[src/rtl/alu_ctrl_pkg.sv]
// rtl/alu_ctrl_pkg.sv - shared widths, FSM states and request layout for the ALU request sequencer
package alu_ctrl_pkg;

  localparam int OPW = 3;
  localparam int DW  = 8;
  localparam int RW  = 16;

  typedef enum logic [1:0] {
    IDLE = 2'd0,
    EXEC = 2'd1,
    RESP = 2'd2
  } state_t;

  typedef struct packed {
    logic [DW-1:0]  a;
    logic [DW-1:0]  b;
    logic [OPW-1:0] op;
  } req_t;

endpackage

[src/rtl/rr_arbiter_2.sv]
// rtl/rr_arbiter_2.sv - two-way round-robin grant; the pointer register lives in the parent
module rr_arbiter_2 (
  input  logic [1:0] req,
  input  logic       ptr,
  input  logic       enable,
  output logic [1:0] grant,
  output logic       grant_idx
);

  always_comb begin
    grant     = 2'b00;
    grant_idx = ptr;
    if (enable) begin
      if (req[ptr]) begin
        grant[ptr] = 1'b1;
        grant_idx  = ptr;
      end else if (req[~ptr]) begin
        grant[~ptr] = 1'b1;
        grant_idx   = ~ptr;
      end
    end
  end

endmodule

[src/rtl/alu_req_sequencer.sv]
// rtl/alu_req_sequencer.sv - shares one external ALU between two requesters with a response channel
module alu_req_sequencer
  import alu_ctrl_pkg::*;
#(
  parameter int ALU_LATENCY = 1,
  parameter int CNT_W       = 16
) (
  input  logic               clk,
  input  logic               rst_n,
  input  logic [1:0]         req_valid,
  output logic [1:0]         req_ready,
  input  logic [2*DW-1:0]    req_a,
  input  logic [2*DW-1:0]    req_b,
  input  logic [2*OPW-1:0]   req_op,
  output logic [DW-1:0]      alu_inA,
  output logic [DW-1:0]      alu_inB,
  output logic [OPW-1:0]     alu_opCode,
  input  logic [RW-1:0]      alu_out,
  input  logic               alu_cout,
  output logic               rsp_valid,
  input  logic               rsp_ready,
  output logic               rsp_id,
  output logic [RW-1:0]      rsp_result,
  output logic               rsp_cout,
  output logic               busy,
  output logic [CNT_W-1:0]   op_count
);

  localparam logic [3:0] WAIT_INIT = 4'(ALU_LATENCY - 1);

  state_t     state_q, state_d;
  logic       rr_ptr;
  logic       id_q;
  logic [3:0] wait_cnt;
  logic [1:0] grant;
  logic       grant_idx;
  logic       accept, capture, done;
  req_t       reqs [2];
  req_t       sel;

  always_comb begin
    for (int i = 0; i < 2; i++) begin
      reqs[i].a  = req_a[i*DW +: DW];
      reqs[i].b  = req_b[i*DW +: DW];
      reqs[i].op = req_op[i*OPW +: OPW];
    end
  end

  assign sel = reqs[grant_idx];

  rr_arbiter_2 u_arb (
    .req       (req_valid),
    .ptr       (rr_ptr),
    .enable    (state_q == IDLE),
    .grant     (grant),
    .grant_idx (grant_idx)
  );

  assign req_ready = grant;
  assign busy      = (state_q != IDLE);

  always_comb begin
    state_d = state_q;
    accept  = 1'b0;
    capture = 1'b0;
    done    = 1'b0;
    case (state_q)
      IDLE: if (|grant) begin
        accept  = 1'b1;
        state_d = EXEC;
      end
      EXEC: if (wait_cnt == 4'd0) begin
        capture = 1'b1;
        state_d = RESP;
      end
      // Returning to IDLE here keeps a new accept out of the handshake cycle.
      RESP: if (rsp_ready) begin
        done    = 1'b1;
        state_d = IDLE;
      end
      default: state_d = IDLE;
    endcase
  end

  always_ff @(posedge clk) begin
    if (!rst_n) begin
      state_q    <= IDLE;
      rr_ptr     <= 1'b0;
      id_q       <= 1'b0;
      wait_cnt   <= 4'd0;
      alu_inA    <= '0;
      alu_inB    <= '0;
      alu_opCode <= '0;
      rsp_valid  <= 1'b0;
      rsp_id     <= 1'b0;
      rsp_result <= '0;
      rsp_cout   <= 1'b0;
      op_count   <= '0;
    end else begin
      state_q <= state_d;
      if (accept) begin
        alu_inA    <= sel.a;
        alu_inB    <= sel.b;
        alu_opCode <= sel.op;
        id_q       <= grant_idx;
        rr_ptr     <= ~grant_idx;
        wait_cnt   <= WAIT_INIT;
      end
      if (state_q == EXEC && wait_cnt != 4'd0) begin
        wait_cnt <= wait_cnt - 4'd1;
      end
      if (capture) begin
        rsp_result <= alu_out;
        rsp_cout   <= alu_cout;
        rsp_id     <= id_q;
        rsp_valid  <= 1'b1;
      end
      if (done) begin
        rsp_valid <= 1'b0;
        op_count  <= op_count + CNT_W'(1);
      end
    end
  end

endmodule
[config.mk]
export PLATFORM = sky130hd
export DESIGN_NAME = alu_req_sequencer
export DESIGN_NICKNAME = d
export VERILOG_FILES = /design/src/rtl/alu_ctrl_pkg.sv /design/src/rtl/rr_arbiter_2.sv /design/src/rtl/alu_req_sequencer.sv
export SDC_FILE = /design/constraint.sdc
export NUM_CORES = 1
export LEC_CHECK = 0
export CORE_AREA = 2 2 84 86
export CTS_CLUSTER_DIAMETER = 200
export CTS_CLUSTER_SIZE = 40
export DETAILED_ROUTE_END_ITERATION = 12
export DIE_AREA = 0 0 86 88
export PLACE_DENSITY = 0.78
export SYNTH_ARGS = -nofsm -noshare
export SYNTH_HDL_FRONTEND = slang
export SYNTH_HIERARCHICAL = 1
export SYNTH_SLANG_ARGS = --single-unit
export TNS_END_PERCENT = 1
[constraint.sdc]
create_clock -name clk -period 3.12 [get_ports clk]
set_clock_uncertainty 0.2 [all_clocks]
set_input_delay 0.624 -clock clk [delete_from_list [all_inputs] [get_ports clk]]
set_output_delay 0.624 -clock clk [all_outputs]
set_load 0.01 [all_outputs]
Word-level counts from Yosys, hierarchy flattened
Cells that the tools add are included.
- word-level logic and storage cells: 68
- input bits: 60
- flip-flop bits (word level): 62
- add/sub/neg operators: 2
- equal/unequal tests: 5
- order comparisons: 5
- bitwise operators: 4
- multiplexer cells: 29
- reductions and logical operators: 11
- operator list (operator ; count):
    $mux 19 ; 3
    $add 16x1->16 const B ; 1
    $mux 1 ; 15
    $mux 2 ; 6
    $mux 4 ; 2
    $ne 2x2->1 const B ; 3
    $pmux 2 s3 ; 1
    $logic_not 4->1 ; 1
    $lt 1x2->1 const B ; 2
    $reduce_bool 2->1 ; 2
    $reduce_bool 4->1 ; 1
    $reduce_or 2->1 ; 2
    $sub 4x1->4 const B ; 1
    $logic_and 1x1->1 ; 3
    $not 1->1 ; 3
    $reduce_and 3->1 ; 1
    $demux 1 s1 ; 2
    $eq 2x1->1 const B ; 1
    $eq 2x2->1 const B ; 1
    $ge 1x1->1 const B ; 2
    $ge 2x2->1 const B ; 1
    $logic_not 2->1 ; 1
    $not 1->2 ; 1

Depth between registers and ports, before layout
- depth after elaboration: 13
- mapped depth: 9
- depth with buffers taken out: 8

By module
The synthesis kept the hierarchy.
- by module, submodules not included (module ; cells an instance ; area each (µm²) ; times used):
    alu_req_sequencer ; 297 ; 2635.0 ; 1
    rr_arbiter_2 ; 12 ; 81.3 ; 1

Least setup slack after synthesis
No wires, ideal clock.
- path type: input -> register
- from: input req_valid[1]
- to: register alu_inA[0]
- setup time: 86 ps
- stages: 9
- path slack: 724 ps
- required time: 2834 ps
- buffers on the path: 2
- data arrival time: 2111 ps
- cell sequence: mux2_4 -> ha_1 -> nor2_1 -> o22ai_1 -> and2_1 -> o21a_1 -> buf_4 -> buf_2 -> a211oi_1
- elaborated cells on any way between the ends: 17
- RTL lines (what ; line ; RTL):
    from (decl) ; alu_req_sequencer.sv:10 ; input logic [1:0] req_valid,
    $mux 1 (implied by the code) (2 in series) ; rr_arbiter_2.sv:17 ; end else if (req[~ptr]) begin
    $mux 2 ; rr_arbiter_2.sv:17 ;
    $mux 2 * ; rr_arbiter_2.sv:14 ; if (req[ptr]) begin
    $mux 2 * ; rr_arbiter_2.sv:13 ; if (enable) begin
    net req_ready[0] ; alu_req_sequencer.sv:11 ; output logic [1:0] req_ready,
    $reduce_or 2->1 * ; alu_req_sequencer.sv:68 ; IDLE: if (|grant) begin
    $mux 1 * ; alu_req_sequencer.sv:68 ;
    $mux 1 * ; alu_req_sequencer.sv:67 ; case (state_q)
    to (signal assigned) ; alu_req_sequencer.sv:102 ; alu_inA <= sel.a;
    to (decl) ; alu_req_sequencer.sv:15 ; output logic [DW-1:0] alu_inA,
Mark *: on every way through the listed nets, which the timed path passes. The rest lies on a longest branch. The select of a mux whose other input is x is not followed.
A chain may end at the register's enable or synchronous reset.

Worst setup path after layout
- from: input req_valid[0]
- to: output req_ready[0]
- longest elaborated chain between the ends: 5
- elaborated cells on any way between the ends: 7
- RTL lines (what ; line):
    $mux 1 (implied by the code) (2 in series) ; rr_arbiter_2.sv:17
    $mux 2 ; rr_arbiter_2.sv:17
    $mux 2 * ; rr_arbiter_2.sv:14
    $mux 2 * ; rr_arbiter_2.sv:13
    to (decl) ; alu_req_sequencer.sv:11
Mark *: on every way between the ends. The rest lies on a longest branch, timed or not. The select of a mux whose other input is x is not followed.

==> flow_summary.ini <==
[synthesis]
synth_seq_area_share_pct = 45.7
synthesis.area_per_instance_sq_um = 8.79
ys_dominant_reg_cell = sky130_fd_sc_hd__dfxtp_1
synth.largest_area_cell = sky130_fd_sc_hd__dfxtp_1
ys.warnings.count = 6
postSynthNetCount = 372
leading_cell_type_by_number_of_instances_after_synthesis = sky130_fd_sc_hd__dfxtp_1
yosys-top-cells-count = 62 x sky130_fd_sc_hd__dfxtp_1, 49 x sky130_fd_sc_hd__nand2_1, 37 x sky130_fd_sc_hd__nor2_1, 28 x sky130_fd_sc_hd__a21oi_1, 22 x sky130_fd_sc_hd__mux2i_1
synthesis.area_sq_um = 2720
post_synth_inst_count = 309
synth_edf_count = 0
synth_top_cells_by_area = sky130_fd_sc_hd__dfxtp_1 46%, sky130_fd_sc_hd__mux2i_1 8.1%, sky130_fd_sc_hd__nand2_1 6.8%
async_flop_share_pct = 0
ys_ff_latch = 62
synth_largest_type_area_fraction_pct = 45.7
yosysUniqueCellTypes = 44

[grt]
antenna_found_initial = 0
grt_pass1_vias = 2331
grt_first_pass_wirelength_um = 10100
overflow = 0
gr-usage-all-layers_pct = 16.8
grt_max_degree = 35

[timing]
final.min_clock_period_ps = 2960
report.final.setup_viol = 0
post-route-period-util_pct = 94.8
tns_ps = 0
timing.max_slew.rel_slack_pct = 50.3
slew_viol_final = 0
grt_setup_unrepaired = false
timing_worst_slew_pin_value_ps = 746
fmax_mhz = 338
timing.final.hold_violations = 0

[critical_path]
critPathLaunchType = input port
cp.required_ps = 2300
crit_type = in -> out
arrival_ps = 2130
reg2regPathDepth = 9
worstPathMaxFanout = 2
cp-end-kind = primary output

[min_path]
hold-path-cell-count = 2
hold_path_class = reg -> reg

[detailed_routing]
route.final.wire_length_um = 6290
detail_route.first_pass.iterations = 4
dr_total_vias = 2536
route.detailed.drc = 0
antenna_violating_nets_left = 0
avg_vias_per_cell = 4.96
drt_iter0_markers = 44
drt-wirelength-per-cell_um = 12.3

[clock_tree]
cts-root-buf = sky130_fd_sc_hd__clkbuf_8
clock_tree.buffer_depth = 2
cts.sink_count = 62
clk-insertion-delay-late_ps = 330
cts_bufs_inserted = 9
worst_setup_hold_path_clk_slew_ps = 70
postCtsHoldBufs = 0
cts_tree = built
cts_max_level = 3

[placement]
dp.cells = 495
dp_hpwl_um = 4680
post_dp_cell_area_sq_um = 3960
port-buffer-count = 116
place_congestion = 0.723

[power_and_ir_drop]
irDropWorstVdd_mv = 0.620
powerDensity_nw_per_um2 = 726
p_leak_uw = 0.00157

[floorplanning]
floorplan_die_height_um = 88
num_rows = 30
start_util_pct = 40.9
die-width_um = 86
dieArea_sq_um = 7570
ioPinCount = 117
standard_cell_core_area_sq_um = 6640

[cells_and_area]
layout.cell_area.non_filler_sq_um = 4170
fin_cells = 511
antenna_cells = 0
final_nets = 489
drive_above_1_share_pct = 8.12
syn_to_final_growth_pct = 53.6

[flow_run]
cap_violations = 0

[outcome]
status = finished clean
## repair_timing
item,in CTS,in global routing
resized for setup,1,0
buffers inserted,0,0
endpoints found under the setup margin,1,0
## cell families (layout without fill, tap and decap cells)
kind of cell / after synthesis / in the layout / synth area share [%]
AND/OR/NAND/NOR: 128 / 128 / 23.4
multiplexers: 23 / 23 / 8.66
AO/OA/AOI/OAI: 55 / 55 / 12.5
XOR/XNOR: 11 / 11 / 3.55
adder cells (fa/ha/maj): 3 / 3 / 1.38
buffers and inverters: 27 / 149 / 4.79
flip-flops: 62 / 62 / 45.7
## sequential cells by signal, summed over array words and instances, names as in the netlist, 2 cells and up
| name | flops |
|---|---|
| alu_inB | 8 |
| alu_inA | 8 |
| rsp_result | 16 |
| alu_opCode | 3 |
| op_count | 16 |
| wait_cnt | 4 |
| state_q | 2 |
## cell usage in the layout (no fill, tap or decap), types with 3 or more instances in the layout
cell and n:
sky130_fd_sc_hd__clkdlybuf4s50_1 115, sky130_fd_sc_hd__dfxtp_1 62, sky130_fd_sc_hd__nand4_1 3, sky130_fd_sc_hd__buf_4 8, sky130_fd_sc_hd__ha_1 3, sky130_fd_sc_hd__nand3_1 11
sky130_fd_sc_hd__nand2_1 49, sky130_fd_sc_hd__xnor2_1 9, sky130_fd_sc_hd__nand2b_1 5, sky130_fd_sc_hd__clkbuf_8 9, sky130_fd_sc_hd__nor2_1 36, sky130_fd_sc_hd__a21oi_1 28
sky130_fd_sc_hd__nor3_1 5, sky130_fd_sc_hd__a211oi_1 20, sky130_fd_sc_hd__inv_1 7, sky130_fd_sc_hd__mux2i_1 22
## metal layers
metal | vias to the layer above | GRT usage, % | part of all wire [%]
met4 | 0 | 7.79 | 0.84
met5 | - | 0 | 0
met3 | 6 | 6.41 | 9.0
li1 | 1299 | - | -
met1 | 1139 | 18.4 | 40
met2 | 92 | 28.9 | 50
## area by class of cell
| type | count | area (sq um) |
|---|---|---|
| clock buffer | 10 | 128 |
| clock inverter | 6 | 86.3 |
| fill | 583 | 2470 |
| inverter | 8 | 30.0 |
| multi-input combinational | 220 | 1350 |
| sequential | 62 | 1240 |
| tap | 80 | 100 |
| timing repair buffer | 125 | 1240 |
## power by group
group	total (uW)	switching [uW]	internal [uW]
Clock	753	305	448
Combinational	1240	603	635
Sequential	1040	87.7	951
## stage by stage
stage	setup WS [ps]	total power [uW]	hold slack [ps]	utilization (%)
2_1_floorplan	724	1790	232	-
3_3_place_gp	-17.8	2290	242	59.6
3_5_place_dp	-50.0	2320	250	59.6
4_1_cts	142	3080	260	62.8
5_1_grt	107	3250	276	62.8
6_report	162	3030	255	62.8
## worst paths after layout
kind / slack, ps / from / to
setup / recovery: 160 / req_valid[0] / req_ready[0]
hold / removal: 260 / rsp_result[14] / rsp_result[14]
setup reg to reg: 780 / rr_ptr / alu_inB[6]
hold reg to reg: 260 / rsp_result[14] / rsp_result[14]
## worst max-delay path, cell delays in order
cell	delay, ps
sky130_fd_sc_hd__clkdlybuf4s50_1	430
sky130_fd_sc_hd__mux2_4	270
sky130_fd_sc_hd__ha_1	190
sky130_fd_sc_hd__nor2_1	90
sky130_fd_sc_hd__o22ai_1	70
sky130_fd_sc_hd__and2_1	170
sky130_fd_sc_hd__dlygate4sd2_1	280
Power figures use the tool's default switching activity.
